===== src/rtl/serial_subtractor_pkg.sv =====
// Purpose : shared state encoding and default width for the bit-serial subtractor.
// Latency : n/a (declarations only).
// Backpressure: n/a.
package sub_pkg;

    localparam int DEF_WIDTH = 8;

    typedef enum logic [1:0] {
        IDLE  = 2'd0,
        SHIFT = 2'd1,
        DONE  = 2'd2
    } state_t;

endpackage


===== src/rtl/serial_subtractor_full_subtractor.sv =====
// Purpose : 1-bit full subtractor, a - b - bor_in.
// Latency : combinational.
// Backpressure: none.
// Ports: a_in/b_in operand bits, bor_in borrow in; diff_out difference bit, bor_out borrow out.
module full_subtractor (
    input  logic a_in,
    input  logic b_in,
    input  logic bor_in,
    output logic diff_out,
    output logic bor_out
);

    assign diff_out = a_in ^ b_in ^ bor_in;
    // Borrow out when b exceeds a outright, or when they tie and a borrow is pending.
    assign bor_out  = (~a_in & b_in) | (~(a_in ^ b_in) & bor_in);

endmodule


===== src/rtl/serial_subtractor.sv =====
// Purpose : bit-serial WIDTH-bit unsigned subtractor, diff = a - b, LSB first.
// Latency : WIDTH+1 cycles start-to-done; one operation per WIDTH+2 cycles.
// Backpressure: start_in is only sampled in IDLE; requests while busy_out=1 are dropped.
// Ports: clk/rst_n (async active-low); start_in, a_in, b_in request side;
//        busy_out, done_out (1-cycle pulse), diff_out, borrow_out result side.
module serial_subtractor
    import sub_pkg::*;
#(
    parameter  int WIDTH = DEF_WIDTH,
    localparam int CNT_W = $clog2(WIDTH + 1)
) (
    input  logic             clk,
    input  logic             rst_n,
    input  logic             start_in,
    input  logic [WIDTH-1:0] a_in,
    input  logic [WIDTH-1:0] b_in,
    output logic             busy_out,
    output logic             done_out,
    output logic [WIDTH-1:0] diff_out,
    output logic             borrow_out
);

    localparam logic [CNT_W-1:0] LAST = CNT_W'(WIDTH - 1);

    state_t           state;
    logic [WIDTH-1:0] a_sr;
    logic [WIDTH-1:0] b_sr;
    // Only WIDTH-1 result bits are stored; the final bit goes straight to diff_out.
    logic [WIDTH-2:0] res_sr;
    logic [CNT_W-1:0] count;
    logic             br;
    logic             d_bit;
    logic             br_next;
    logic [WIDTH-1:0] res_next;

    full_subtractor u_fs (
        .a_in     (a_sr[0]),
        .b_in     (b_sr[0]),
        .bor_in   (br),
        .diff_out (d_bit),
        .bor_out  (br_next)
    );

    // New bit enters at the MSB so that after WIDTH shifts bit 0 sits at the LSB.
    assign res_next = {d_bit, res_sr};

    always_ff @(posedge clk or negedge rst_n) begin
        if (!rst_n) begin
            state      <= IDLE;
            a_sr       <= '0;
            b_sr       <= '0;
            res_sr     <= '0;
            count      <= '0;
            br         <= 1'b0;
            busy_out   <= 1'b0;
            done_out   <= 1'b0;
            diff_out   <= '0;
            borrow_out <= 1'b0;
        end else begin
            done_out <= 1'b0;
            case (state)
                IDLE: begin
                    if (start_in) begin
                        a_sr     <= a_in;
                        b_sr     <= b_in;
                        br       <= 1'b0;
                        count    <= '0;
                        busy_out <= 1'b1;
                        state    <= SHIFT;
                    end
                end
                SHIFT: begin
                    a_sr   <= a_sr >> 1;
                    b_sr   <= b_sr >> 1;
                    res_sr <= res_next[WIDTH-1:1];
                    br     <= br_next;
                    count  <= count + 1'b1;
                    if (count == LAST) begin
                        // Results update only here and hold across later starts.
                        diff_out   <= res_next;
                        borrow_out <= br_next;
                        done_out   <= 1'b1;
                        state      <= DONE;
                    end
                end
                DONE: begin
                    busy_out <= 1'b0;
                    state    <= IDLE;
                end
                default: begin
                    busy_out <= 1'b0;
                    state    <= IDLE;
                end
            endcase
        end
    end

endmodule


===== config.mk =====
export PLATFORM = sky130hd
export DESIGN_NAME = serial_subtractor
export DESIGN_NICKNAME = d
export VERILOG_FILES = /design/src/rtl/serial_subtractor_pkg.sv /design/src/rtl/serial_subtractor_full_subtractor.sv /design/src/rtl/serial_subtractor.sv
export SDC_FILE = /design/constraint.sdc
export NUM_CORES = 1
export LEC_CHECK = 0
export CAP_MARGIN = 0
export CORE_ASPECT_RATIO = 1.1
export CORE_MARGIN = 5
export CORE_UTILIZATION = 52
export DETAILED_ROUTE_END_ITERATION = 16
export PLACE_DENSITY = 0.78
export SETUP_SLACK_MARGIN = 0.15
export SYNTH_ARGS = -nofsm -noshare
export SYNTH_HDL_FRONTEND = slang
export SYNTH_SLANG_ARGS = --single-unit

===== constraint.sdc =====
create_clock -name clk -period 2.1 [get_ports clk]
set_clock_uncertainty 0.1 [all_clocks]
set_input_delay 0.525 -clock clk [delete_from_list [all_inputs] [get_ports clk]]
set_output_delay 0.525 -clock clk [all_outputs]
set_load 0.02 [all_outputs]

==> run summary <==
Status = complete, no violations
HP Class = input port to async pin
Cell type with the largest total area after synthesis = dfrtp_1
Synth Warn # = 0
Sum Neg Setup Slack = 0 ps
Mean Syn Cell Area = 10.6 µm²
RSZ-0062 raised after global routing = false
Cell-internal power = 1.94 mW
Cells after DPL = 248
Synth async-reset ratio = 100%
CP peak stage delay = 410 ps
FP Rows = 22
GRT Util Overall = 16.8%
Post-synthesis sequential area ratio = 57.1%
Slew @ Worst Pin = 485 ps
Crit path cell chain = ha_1 > nand2_1 > nor3_4 > mux2_2
Cell Pwr Density = 1370 nW/µm²
Post-synth top flop = dfrtp_1
Clock-pin transition on the worst setup and hold timing paths = 120 ps
Vias in the first global route = 1344
Switching Share = 37.2%
Final instance area = 2250 µm²
Synth top cells by count = dfrtp_1, nand2_1, o21ai_0, nor2b_1
Post-Syn Area = 1800 µm²
Slowest CP cell = dfrtp_1
Worst Setup SP = count[0]
Reg power frac = 43.5%
Final WL = 3.45 mm
Clk pwr share = 15.5%
Layout area overhead = 25.2%
Area post-placement = 2180 µm²
Clock Latency Late Sink = 330 ps
Combinational share of power = 41.0%
TritonCTS clock tree = done
Slack of the worst reg-to-reg path = 390 ps
Syn Inst Count = 170
Critical path buffers and inverters = 0
Max_cap viols = 0
Place WS = 225 ps
Clock Sinks = 41
Wire length per cell = 13.5 µm
FILL cells = 297
Diodes inserted = 0
Post-route ant nets = 0
Final Instance Count excl. Fillers = 255
Nets = 228
Synth cell types = 22
Via count = 1369
Clock period minus worst slack = 1710 ps
Final Power = 3.08 mW
Initial antenna violation count = 0
Arr. time, crit path = 1840 ps
R2R cell count = 4
CTS Buf Count = 5
Kind of critical path = flip-flop to flip-flop
GPL Wtd Cong = 0.789
WP data required = 2230 ps
# hold bufs at CTS = 0
Maximum clock frequency = 584 MHz
Worst slew margin = 67.5%
Post-CTS Setup Repair Bufs = 0
Die Width = 66.0 µm
Largest net degree at the start of global routing = 23
Period utilization = 81.5%
Fin util = 67.5%
H-tree depth = 2
Max FO, Critical Path = 10
Largest cells by area after synthesis = dfrtp_1, nand2_1, a22oi_1
First DRT Iteration DRCs = 75
Setup slack after layout = 389 ps
Gr ovfl total = 0
Clk root buf = clkbuf_4
CP Launch Type = flip-flop
Net Count, Synth = 191
FF-to-FF End = diff_out[1]
CP delay by family, top = simple AND/OR/NAND/NOR gates
Initial core utilization = 53.9%
Switch Pwr = 1.15 mW
Vias per inst = 5.37
Die Area = 4730 µm²
I/O pin cnt = 30
Fin. max-slew vios = 0
LEAKAGE = 1.05 nW
Worst Hold Slack = 25.9 ps
Detail Placement HPWL = 2.49 mm
Most frequent cell after synthesis = dfrtp_1
Endpoint class of the critical path = flip-flop
RR Startpoint = count[0]
CTS Buffer Depth = 2
Final count of hold timing violations = 0
Core area = 3330 µm²
Final setup viols = 0
Input/output buffers = 29
EDFF count, synth = 0
Die H = 71.6 µm
1st-pass router iterations = 5
Worst vdd ir = 0.611 mV
Fraction of final layout cells sized beyond drive strength 1 = 14.0%
Residual DRC = 0
Synthesized flop and latch total = 41
First-pass GRT wire length = 6.03 mm
Synth top area share = 57.1%
power by group through the flow:
stage          clock network (mW)  logic (mW)  registers [mW]
3_3_place_gp                    0        1.29            1.34
4_1_cts                     0.500        1.29            1.34
5_1_grt                     0.544        1.43            1.39
2_1_floorplan                   0       0.764            1.43
3_5_place_dp                    0        1.33            1.36
6_report                    0.477        1.27            1.34
placed cells by master (no fill, tap or decap), types with 2 or more instances in the layout:
cell and count:
nor2_1 4, clkbuf_4 5, mux2_2 9, nor2b_1 16, dlymetal6s2s_1 3, clkdlybuf4s50_1 17, o21ai_0 18, nand2_1 29
dlygate4sd2_1 8, buf_4 10, a22o_1 2, dfrtp_1 41, inv_1 3, a21oi_1 14, nand3_1 2, a22oi_1 14
final cells by class:
| cell class | instances | area [µm²] | area share, % |
|---|---|---|---|
| Timing Repair Buffer | 39 | 358 | 15.9 |
| Multi-Input combinational cell | 117 | 721 | 32.1 |
| Tap cell | 48 | 60.1 | 2.67 |
| Clock buffer | 5 | 37.5 | 1.67 |
| Sequential cell | 41 | 1030 | 45.6 |
| Clock inverter | 2 | 35.0 | 1.56 |
| Inverter | 3 | 11.3 | 0.501 |
repair_timing:
item	4_1_cts	5_1_grt
gates cloned	0	0
resized for setup	8	3
endpoints found under the setup margin	8	3
state kept, by name, indices dropped and copies added, names as in the netlist:
signal and flops:
a_sr 8, busy_out 1, borrow_out 1, res_sr 7, diff_out 8, state 2
done_out 1, count 4, br 1, b_sr 8
worst max path at each step:
stage / endpoint / slack [ps] / cells after the start
6_report: diff_out[1] / 390 / 4
5_1_grt: diff_out[1] / 270 / 4
4_1_cts: diff_out[0] / 150 / 1
3_5_place_dp: a_sr[0] / 230 / 5
3_3_place_gp: b_sr[3] / 270 / 5
2_1_floorplan: diff_out[0] / 560 / 4
cells by family (layout without fill, tap and decap cells):
kind of cell | after synthesis | in the layout | synth area share [%]
AND/OR/NAND/NOR | 54 | 54 | 15.0
adder cells (fa/ha/maj) | 2 | 2 | 1.81
AO/OA/AOI/OAI | 51 | 51 | 17.1
buffers and inverters | 12 | 49 | 2.72
flip-flops | 41 | 41 | 57.1
multiplexers | 10 | 10 | 6.20
worst reg2reg max path, cell delays in order (launching register included):
cell and delay, ps:
dfrtp_1 410, ha_1 190, nand2_1 120, nor3_4 410
mux2_2 390
layer usage:
layer / vias up / global-route usage (%) / part of all wire, %
met1: 667 / 20.9 / 42
met2: 39 / 26.6 / 52
li1: 661 / - / -
met5: - / 0 / 0
met4: 0 / 5.42 / 0.41
met3: 2 / 6.74 / 5.7
(Power assumes the default switching activity.)
